File: src/rtl/spi_reg_peripheral.sv
// rtl/spi_reg_peripheral.sv - SPI mode 0 register-file peripheral with synchronized inputs
module spi_reg_peripheral #(
  parameter int DATA_W      = 8,
  parameter int ADDR_W      = 7,
  parameter int NUM_REGS    = 5,
  parameter int SYNC_STAGES = 2
) (
  input  logic                       clk,
  input  logic                       rst,
  input  logic                       SCLK,
  input  logic                       COPI,
  input  logic                       nCS,
  output logic                       CIPO,
  output logic                       cipo_oe,
  output logic [NUM_REGS*DATA_W-1:0] regs_flat,
  output logic                       wr_strobe,
  output logic [ADDR_W-1:0]          wr_addr,
  output logic                       frame_err
);

  localparam int CMD_BITS = 1 + ADDR_W;
  localparam int FRAME    = CMD_BITS + DATA_W;
  localparam int CNT_W    = $clog2(FRAME + 2);
  localparam logic [CNT_W-1:0] CNT_CMD_LAST = CNT_W'(CMD_BITS - 1);
  localparam logic [CNT_W-1:0] CNT_FRAME    = CNT_W'(FRAME);
  localparam logic [CNT_W-1:0] CNT_SAT      = CNT_W'(FRAME + 1);

  typedef enum logic [1:0] {IDLE, CMD, DATA, OVER} state_t;
  state_t state, state_nx;

  logic [SYNC_STAGES-1:0]     sclk_sync, copi_sync, ncs_sync;
  logic                       sclk_d, ncs_d;
  logic                       sclk_s, copi_s, ncs_s;
  logic                       sclk_rise, sclk_fall, ncs_rise, ncs_fall;
  logic [CNT_W-1:0]           cnt;
  logic [FRAME-1:0]           in_sr, sr_next;
  logic [DATA_W-1:0]          out_sr, rd_val, fr_data;
  logic [ADDR_W-1:0]          cap_addr, fr_addr;
  logic                       rd_frame, cipo_q;
  logic [NUM_REGS*DATA_W-1:0] regs_q;
  logic                       fr_rw, fr_full, fr_in_range, do_write, do_err;

  // Input synchronizers plus one-cycle-delayed copies for edge detection
  always_ff @(posedge clk or posedge rst) begin
    if (rst) begin
      sclk_sync <= '0;
      copi_sync <= '0;
      ncs_sync  <= '1;
      sclk_d    <= 1'b0;
      ncs_d     <= 1'b1;
    end else begin
      sclk_sync <= {sclk_sync[SYNC_STAGES-2:0], SCLK};
      copi_sync <= {copi_sync[SYNC_STAGES-2:0], COPI};
      ncs_sync  <= {ncs_sync[SYNC_STAGES-2:0], nCS};
      sclk_d    <= sclk_s;
      ncs_d     <= ncs_s;
    end
  end

  assign sclk_s = sclk_sync[SYNC_STAGES-1];
  assign copi_s = copi_sync[SYNC_STAGES-1];
  assign ncs_s  = ncs_sync[SYNC_STAGES-1];

  // SCLK edges only count while selected, so an nCS rise always wins over them
  assign sclk_rise = sclk_s & ~sclk_d & ~ncs_s;
  assign sclk_fall = ~sclk_s & sclk_d & ~ncs_s;
  assign ncs_fall  = ~ncs_s & ncs_d;
  assign ncs_rise  = ncs_s & ~ncs_d;

  assign sr_next  = {in_sr[FRAME-2:0], copi_s};
  assign cap_addr = sr_next[ADDR_W-1:0];

  assign fr_rw       = in_sr[FRAME-1];
  assign fr_addr     = in_sr[DATA_W +: ADDR_W];
  assign fr_data     = in_sr[DATA_W-1:0];
  assign fr_full     = (state == DATA) && (cnt == CNT_FRAME);
  assign fr_in_range = 32'(fr_addr) < 32'(NUM_REGS);
  assign do_write    = ncs_rise & fr_full & fr_rw & fr_in_range;
  assign do_err      = ncs_rise & (state != IDLE) & ~(fr_full & fr_in_range);

  // Read mux; unimplemented addresses read as zero
  always_comb begin
    rd_val = '0;
    for (int i = 0; i < NUM_REGS; i++) begin
      if (cap_addr == ADDR_W'(i)) rd_val = regs_q[i*DATA_W +: DATA_W];
    end
  end

  // Frame state register
  always_ff @(posedge clk or posedge rst) begin
    if (rst) state <= IDLE;
    else     state <= state_nx;
  end

  // Next-state logic; nCS rise returns to IDLE from anywhere
  always_comb begin
    state_nx = state;
    if (ncs_rise) begin
      state_nx = IDLE;
    end else begin
      case (state)
        IDLE:    if (ncs_fall) state_nx = CMD;
        CMD:     if (sclk_rise && cnt == CNT_CMD_LAST) state_nx = DATA;
        DATA:    if (sclk_rise && cnt >= CNT_FRAME) state_nx = OVER;
        default: state_nx = state;
      endcase
    end
  end

  // Bit counter, input shifter, read capture and CIPO shifter
  always_ff @(posedge clk or posedge rst) begin
    if (rst) begin
      cnt      <= '0;
      in_sr    <= '0;
      out_sr   <= '0;
      rd_frame <= 1'b0;
      cipo_q   <= 1'b0;
    end else begin
      if (ncs_fall || state == IDLE) cnt <= '0;
      else if (sclk_rise && cnt != CNT_SAT) cnt <= cnt + 1'b1;

      if (ncs_fall) in_sr <= '0;
      else if (sclk_rise && (state == CMD || state == DATA)) in_sr <= sr_next;

      if (ncs_fall) begin
        rd_frame <= 1'b0;
        cipo_q   <= 1'b0;
        out_sr   <= '0;
      end else if (sclk_rise && state == CMD && cnt == CNT_CMD_LAST) begin
        rd_frame <= ~sr_next[ADDR_W];
        out_sr   <= sr_next[ADDR_W] ? '0 : rd_val;
      end else if (sclk_fall && state == DATA) begin
        cipo_q <= out_sr[DATA_W-1];
        out_sr <= out_sr << 1;
      end
    end
  end

  // Register file commit and one-cycle status pulses at frame end
  always_ff @(posedge clk or posedge rst) begin
    if (rst) begin
      regs_q    <= '0;
      wr_strobe <= 1'b0;
      wr_addr   <= '0;
      frame_err <= 1'b0;
    end else begin
      wr_strobe <= do_write;
      frame_err <= do_err;
      if (do_write) begin
        wr_addr <= fr_addr;
        for (int i = 0; i < NUM_REGS; i++) begin
          if (fr_addr == ADDR_W'(i)) regs_q[i*DATA_W +: DATA_W] <= fr_data;
        end
      end
    end
  end

  assign CIPO      = (state == DATA && rd_frame) ? cipo_q : 1'b0;
  assign cipo_oe   = ~ncs_s;
  assign regs_flat = regs_q;

endmodule
File: config.mk
export PLATFORM = sky130hd
export DESIGN_NAME = spi_reg_peripheral
export DESIGN_NICKNAME = d
export VERILOG_FILES = /design/src/rtl/spi_reg_peripheral.sv
export SDC_FILE = /design/constraint.sdc
export NUM_CORES = 1
export LEC_CHECK = 0
export ABC_CLOCK_PERIOD_IN_PS = 3200
export BUFFER_PORTS_ARGS = -buffer_cell sky130_fd_sc_hd__buf_4
export CAP_MARGIN = 0
export CORE_ASPECT_RATIO = 1.2
export CORE_MARGIN = 8
export CORE_UTILIZATION = 35
export DETAILED_ROUTE_END_ITERATION = 10
export PLACE_DENSITY = 0.63
export SLEW_MARGIN = 20
export SYNTH_ARGS = -nofsm -noshare
export SYNTH_HDL_FRONTEND = slang
export SYNTH_SLANG_ARGS = --single-unit
File: constraint.sdc
create_clock -name clk -period 3.2 [get_ports clk]
set_input_delay 0.16 -clock clk [delete_from_list [all_inputs] [get_ports clk]]
set_output_delay 0.16 -clock clk [all_outputs]
set_load 0.1 [all_outputs]
== Word level (Yosys, flattened, before mapping) ==
Index checks and enable logic that the tools add are counted.
Storage, ports and cells
  word-level logic and storage cells: 109
  bits in registers: 90
  output and inout port bits: 51
  input port bits: 5
Cells by class
  add/subtract/negate cells: 1
  equality and inequality tests: 17
  muxes and demuxes: 24
  reductions and logical operators: 28
  magnitude comparators: 2
  bitwise logic cells: 18
Operator list (number)
  two-way mux 8 bit: 9
  two-way mux 16 bit: 2
  == test 7 x 2 -> 1 bit (second input constant): 4
  == test 7 x 1 -> 1 bit (second input constant): 2
  == test 7 x 3 -> 1 bit (second input constant): 2
  logical NOT 7 bit: 2
  AND 1 bit: 12
  AND reduction 2 bit: 6
  two-way mux 5 bit: 2
  nonzero test 2 bit: 5
  logical AND 1 bit: 9
  two-way mux 2 bit: 4
  less-than comparator 7 x 3 -> 1 bit (second input constant): 1
  two-way mux 1 bit: 6
  != test 3 bit (second input constant): 2
  NOT 1 bit: 6
  one-hot mux 2 bit (3 select lines): 1
  adder 5 x 1 -> 5 bit (second input constant): 1
  == test 5 x 3 -> 1 bit (second input constant): 1
  == test 5 bit (second input constant): 1
  greater-or-equal comparator 5 bit (second input constant): 1
  != test 5 bit (second input constant): 1
  AND reduction 4 bit: 1
  nonzero test 4 bit: 1
  7 further kinds: 8

== Longest topological paths before layout ==
Gate-level depths: netlist of run 1.
  depth in word-level cells: 9
  depth in mapped cells: 8
  depth with buffers taken out: 6

== Least setup slack after synthesis of run 1 ==
OpenSTA, ideal clock, no wires.
  path kind: flip-flop to flip-flop
  from: reg ncs_sync[1]
  to: reg out_sr[2]
  buffers on the path: 0
  arrival time: 2.552 ns
  data required time: 3.134 ns
  setup slack: 0.582 ns
  cell stages (with the launch flop): 6
  period minus slack after synthesis: 2.618 ns
  cell sequence: dfstp_2 -> inv_1 -> ha_1 -> or4_4 -> a2111oi_4 -> a31o_1
Between the ends
  cells in the longest elaborated chain, start to end: 6
  elaborated cells on any way between the ends: 10
  those cells by class: mux (2); bitwise (4); reduce/logical (4)
Ends and longest elaborated chain
  start, declared: RTL line 31  | logic [SYNC_STAGES-1:0] sclk_sync, copi_sync, ncs_sync;
  start signal, assigned: RTL line 54  | ncs_sync <= {ncs_sync[SYNC_STAGES-2:0], nCS};
  NOT 1 bit *
  net cipo_oe: RTL line 14  | output logic cipo_oe,
  AND 1 bit: RTL line 65  | assign sclk_rise = sclk_s & ~sclk_d & ~ncs_s;
  logical AND 1 bit (2 in series): RTL line 129  | end else if (sclk_rise && state == CMD && cnt == CNT_CMD_LAST) begin
  two-way mux 8 bit: RTL line 129
  two-way mux 8 bit: RTL line 125  | if (ncs_fall) begin
  end signal, assigned: RTL line 131  | out_sr <= sr_next[ADDR_W] ? '0 : rd_val;
  end signal, assigned: RTL line 134  | out_sr <= out_sr << 1;
  end, declared: RTL line 37  | logic [DATA_W-1:0] out_sr, rd_val, fr_data;
Mark *: on every way through the listed nets, which the timed path passes. The rest lies on a longest branch.
A chain may end at the register's enable or synchronous reset.

== Final worst setup path of run 1 ==
  from: reg ncs_sync[1]
  to: reg regs_q[10] (netlist: regs_flat[10])
Between the ends
  cells in the longest elaborated chain, start to end: 5
Ends and longest elaborated chain
  AND 1 bit: RTL line 68  | assign ncs_rise = ncs_s & ~ncs_d;
  AND 1 bit (3 in series): RTL line 78  | assign do_write = ncs_rise & fr_full & fr_rw & fr_in_range;
  AND reduction 2 bit (no source line)
  end signal, assigned by index: RTL line 152  | if (fr_addr == ADDR_W'(i)) regs_q[i*DATA_W +: DATA_W] <= fr_data;
  end, declared: RTL line 40  | logic [NUM_REGS*DATA_W-1:0] regs_q;
No other way between the ends.

==> results of run 1 <==
-- area by class of cell --
| class | count | area [um^2] | share of cell area [%] |
|---|---|---|---|
| clock inverters | 5 | 32.5 | 0.654 |
| inverters | 12 | 46.3 | 0.930 |
| well taps | 157 | 196 | 3.95 |
| repair buffers | 67 | 513 | 10.3 |
| clock buffers | 10 | 229 | 4.60 |
| multi-input cells | 213 | 1700 | 34.2 |
| flip-flops and latches | 90 | 2260 | 45.3 |
-- cell usage in the layout (no fill, tap or decap), types with 3 or more instances in the layout --
cell type,count
dfrtp_1,87
buf_4,63
mux2_2,50
nand2_1,17
a22o_1,16
o21ai_0,13
inv_1,11
nor2_1,10
o22ai_1,10
a21oi_1,9
nor3_1,9
ha_1,9
clkbuf_16,9
nor2b_1,5
mux2i_1,5
or3_1,5
a31o_1,5
nand4_1,4
nand3_1,4
clkinv_2,4
dlygate4sd3_1,4
nor3b_1,3
nand4b_1,3
o221ai_1,3
o2bb2ai_1,3
dfstp_2,3
-- metrics by stage --
step,cells,hold WS (ps)
after floorplan,335,164
after global placement,535,269
after detailed placement,535,270
after CTS,554,349
after global routing,554,360
final,554,349
-- how the worst max path moves through the flow --
stage	startpoint	to	slack, ps	depth (start not counted)
final	ncs_sync[1]	regs_flat[10]	310	5
after global routing	ncs_sync[1]	regs_flat[14]	170	5
after CTS	ncs_sync[1]	regs_flat[10]	300	5
after detailed placement	ncs_sync[1]	regs_flat[10]	360	5
after global placement	ncs_sync[1]	regs_flat[12]	400	5
after floorplan	ncs_sync[1]	out_sr[2]	580	5
-- power breakdown --
part | switching [uW] | internal [uW] | total, uW
Clock | 423 | 520 | 943
Sequential | 40.7 | 1160 | 1200
Combinational | 168 | 102 | 270
-- metal layers --
metal  share of wire, %  global-route usage (%)
met1                 44                    16.6
met2                 49                    21.9
met3                4.2                    2.52
met4                2.7                    7.93
met5                  0                       0
-- worst max-delay path, cell delays in order (launching register included) --
cell	delay [ps]
dfstp_2	580
ha_1	340
and4b_1	230
and4_1	470
nand4b_1	640
mux2_2	510
-- sequential cells by signal, summed over array words and instances (netlist names) --
name,flops
cipo_q,1
cnt,5
copi_sync,2
frame_err,1
in_sr,16
ncs_d,1
ncs_sync,2
out_sr,8
rd_frame,1
regs_flat,40
sclk_d,1
sclk_sync,2
state,2
wr_addr,7
wr_strobe,1
-- repair_timing --
action | 4_1_cts | 5_1_grt
setup endpoints to repair | 0 | 0
hold endpoints to repair | 45 | 0
hold buffers | 4 | 0
-- kinds of logic after synthesis --
| family | Yosys count |
|---|---|
| XOR/XNOR | 3 |
| AO/OA/AOI/OAI | 65 |
| buffers and inverters | 32 |
| multiplexers | 55 |
| AND/OR/NAND/NOR | 81 |
| adder cells (fa/ha/maj) | 9 |
| flip-flops | 90 |
==> flow_summary.json, run 1 <==
{
  "fp-row-count": 43,
  "grt_usage_pct": 13.6,
  "stdcell_area_mm2": 0.00498,
  "syn_to_final_growth_pct": 21.9,
  "synthSimpleGateAreaFrac_pct": 11.6,
  "drc": 0,
  "synth_area_leader_cell": "dfrtp_1",
  "synth_compound_area_share_pct": 11.6,
  "setup_tns_ps": 0,
  "synthArstFlopShare_pct": 100,
  "reg2reg_setup_slack_ps": 310,
  "start_util_pct": 35.6,
  "ys.flop_type": "dfrtp_1",
  "synth_seq_area_share_pct": 55.3,
  "dieHeight_um": 134,
  "worst_slew_pin_slew_ps": 801,
  "yosysMostFrequentCell": "dfrtp_1",
  "required_ps": 3420,
  "post_dp_cell_area_mm2": 0.00467,
  "io_buffers": 55,
  "syn-cell-area_mm2": 0.00408,
  "p_per_area_mw_per_mm2": 486,
  "synth.area.top_cells": "dfrtp_1, mux2_2, a22o_1, ha_1, dfstp_2",
  "end_kind": "flip-flop",
  "period_share_pct": 90.3,
  "die_w_um": 115,
  "ant_nets": 0,
  "diodes": 0,
  "reg2reg_to": "regs_flat[10]",
  "ff2ff_path_depth": 5,
  "drive_gt1_share_pct": 34.0,
  "cts_tree": "done",
  "grt_pass1_wl_mm": 16.2,
  "setup_slack_ps": 310,
  "via_per_inst": 5.27,
  "synth_nets": 349,
  "min_to": "copi_sync[1]",
  "fmax_mhz": 346,
  "place.detailed.hpwl_mm": 6.89,
  "cts-resized-gates": 0,
  "ir_worst_vdd_mv": 0.196,
  "detail_route.iter0.violations": 152,
  "skew_ps": 9.00,
  "cts_buffers": 9,
  "synthMuxAreaShare_pct": 15.0,
  "p_leak_uw": 0.00242,
  "status": "finished clean",
  "cts_setup_buffers": 0,
  "layout.nets": 407,
  "ys_top_cells_by_count": "dfrtp_1, mux2_2, clkbuf_1, nand2_1, a22o_1",
  "slew_viol_final": 0,
  "antenna_found_initial": 0,
  "synthAdderAreaFrac_pct": 2.76,
  "ctsRootBufferMaster": "clkbuf_16",
  "syn_inst": 335,
  "num_vias": 2922,
  "relSlewSlack_pct": 46.6,
  "min_period_ps": 2890,
  "synth-xor-area-share_pct": 0.644,
  "grt_pass1_vias": 3040,
  "routedWlPerCell_um": 17.9,
  "cap_violations": 0,
  "drt-pass1-iter-count": 4,
  "synth_top_family_by_area": "multiplexers",
  "core_mm2": 0.0115,
  "r2r-start": "ncs_sync[1]",
  "clk_pin_slew_ps": 70,
  "worst_setup_path_start_kind": "flip-flop",
  "clock_latency_ps": 340,
  "die-area_mm2": 0.0154,
  "place_ws_ps": 357,
  "grt_remaining_overflow": 0,
  "fillers": 1079,
  "htreeDepth": 3,
  "synth_edf_count": 0,
  "worstPathArrival_ps": 3110,
  "yosys_warnings": 0,
  "grt_max_degree": 45,
  "hold_violations": 0,
  "ys_seq_elements": 90,
  "clkSinkCount": 90,
  "min_from": "copi_sync[0]",
  "rsz0062_at_grt": "no",
  "worst-path-max-fanout": 12,
  "setup_violations": 0,
  "synth_top_cell_area_share_pct": 53.3,
  "path_class": "reg -> reg",
  "routed_wl_mm": 9.93,
  "io_pins": 56,
  "synth_cell_type_count": 49,
  "gp_congestion": 0.824,
  "syn-mean-instance-area_um2": 12.2,
  "hold_depth": 0,
  "max-clock-path-buffers": 2,
  "power_uw": 2420,
  "fin_util_pct": 43.4,
  "min_path_type": "reg -> reg"
}
Note: power is estimated with default switching activity, not from simulation.
==> run 2, diff against run 1 <==
--- a/config.mk
+++ b/config.mk
@@ -10,9 +10,9 @@
 export CAP_MARGIN = 0
 export CORE_ASPECT_RATIO = 1.2
 export CORE_MARGIN = 8
-export CORE_UTILIZATION = 35
+export CORE_UTILIZATION = 45
 export DETAILED_ROUTE_END_ITERATION = 10
-export PLACE_DENSITY = 0.63
+export PLACE_DENSITY = 0.75
 export SLEW_MARGIN = 20
 export SYNTH_ARGS = -nofsm -noshare
 export SYNTH_HDL_FRONTEND = slang
==> flow_summary.json, run 2 (synthesized netlist as in run 1, its figures left out) <==
{
  "status": "finished, violations left",
  "violations": "hold timing",
  "setup_violations": 0,
  "required_ps": 3440,
  "rsz0062_at_grt": "no",
  "ctsRootBufferMaster": "clkbuf_8",
  "end_kind": "flip-flop",
  "place.detailed.hpwl_mm": 6.80,
  "min_path_type": "in -> async",
  "cts_tree": "done",
  "clk_pin_slew_ps": 90,
  "setup_tns_ps": 0,
  "largest_reg_flops": 40,
  "cts-resized-gates": 0,
  "die_w_um": 103,
  "htreeDepth": 3,
  "p_per_area_mw_per_mm2": 464,
  "stdcell_count": 515,
  "cap_violations": 0,
  "period_share_pct": 88.8,
  "skew_ps": 10.2,
  "grt_remaining_overflow": 0,
  "worstPathArrival_ps": 3080,
  "drc": 0,
  "reg2reg_setup_slack_ps": 360,
  "routed_wl_mm": 9.71,
  "grt_pass1_vias": 2969,
  "die-area_mm2": 0.0124,
  "num_vias": 2910,
  "dp_cells": 496,
  "grt_max_degree": 55,
  "ant_nets": 0,
  "grt_usage_pct": 16.7,
  "ff2ff_path_depth": 5,
  "syn_to_final_growth_pct": 19.0,
  "min_period_ps": 2840,
  "io_buffers": 55,
  "worst_setup_path_start_kind": "flip-flop",
  "relSlewSlack_pct": 36.3,
  "via_per_inst": 5.65,
  "clock_latency_ps": 360,
  "start_util_pct": 45.7,
  "whs_ps": -7.50,
  "cts_buffers": 9,
  "io_pins": 56,
  "path_class": "reg -> reg",
  "worst_slew_pin_slew_ps": 955,
  "p_leak_uw": 0.00238,
  "core_mm2": 0.00894,
  "worst-path-max-fanout": 12,
  "hold_violations": 21,
  "ir_worst_vdd_mv": 0.258,
  "grt_pass1_wl_mm": 16.0,
  "drive_gt1_share_pct": 33.9,
  "gp_congestion": 0.838,
  "clkSinkCount": 90,
  "detail_route.iter0.violations": 175,
  "layout.nets": 404,
  "routedWlPerCell_um": 18.9,
  "slew_viol_final": 0,
  "antenna_found_initial": 0,
  "drt-pass1-iter-count": 4,
  "max-clock-path-buffers": 2,
  "final_common_cell": "dfrtp_1",
  "post_dp_cell_area_mm2": 0.00463,
  "diodes": 0,
  "fillers": 802,
  "power_uw": 2250,
  "fp-row-count": 38,
  "fmax_mhz": 352,
  "stdcell_area_mm2": 0.00486,
  "final_cell_mix": "dfrtp_1, buf_4, mux2_2",
  "dieHeight_um": 120
}
==> run 2: cell type report <==
| class | instances | area (um^2) | share of cell area (%) |
|---|---|---|---|
| multi-input cells | 213 | 1710 | 35.1 |
| repair buffers | 64 | 500 | 10.3 |
| clock buffers | 12 | 145 | 2.99 |
| well taps | 120 | 150 | 3.09 |
| clock inverters | 4 | 51.3 | 1.06 |
| flip-flops and latches | 90 | 2260 | 46.5 |
| inverters | 12 | 46.3 | 0.953 |
==> run 2: metal layers <==
layer / track usage (%) / part of all wire [%] / routed length [um]
met2: 26.2 / 50 / 4810
met4: 7.89 / 1.6 / 156
met3: 3.97 / 4.8 / 462
met1: 21.3 / 44 / 4280
met5: 0 / 0 / 0
==> run 2: where the power goes <==
part | switching, uW | internal [uW] | leakage (uW) | total (uW)
registers | 27.9 | 1160 | 0.00123 | 1190
logic | 185 | 105 | 0.00105 | 290
clock network | 391 | 383 | 0.0000966 | 774
==> run 2: repair_timing <==
item                                   CTS  global route
setup buffers                            0             0
hold buffers                             3             0
endpoints found under the hold margin    3             0
==> run 2: worst max-delay path: stages, from the launching register on <==
cell and delay (ps):
dfstp_2 600, ha_1 320, and4b_1 230, and4_1 480, nand4b_1 610, mux2_2 490
==> run 2: through the flow <==
stage	worst slack [ps]	utilization [%]
floorplan	582	-
global placement	433	51.7
detailed placement	416	51.7
CTS	365	54.3
global route	154	54.3
finish	359	54.3
==> run 2: path summary, 6_finish.rpt <==
path	startpoint	end
setup / recovery	ncs_sync[1]	regs_flat[10]
hold / removal	rst	in_sr[15]
setup reg to reg	ncs_sync[1]	regs_flat[10]
hold reg to reg	sclk_sync[0]	sclk_sync[1]
max in group asynchronous	rst	regs_flat[31]
min in group clk	sclk_sync[0]	sclk_sync[1]
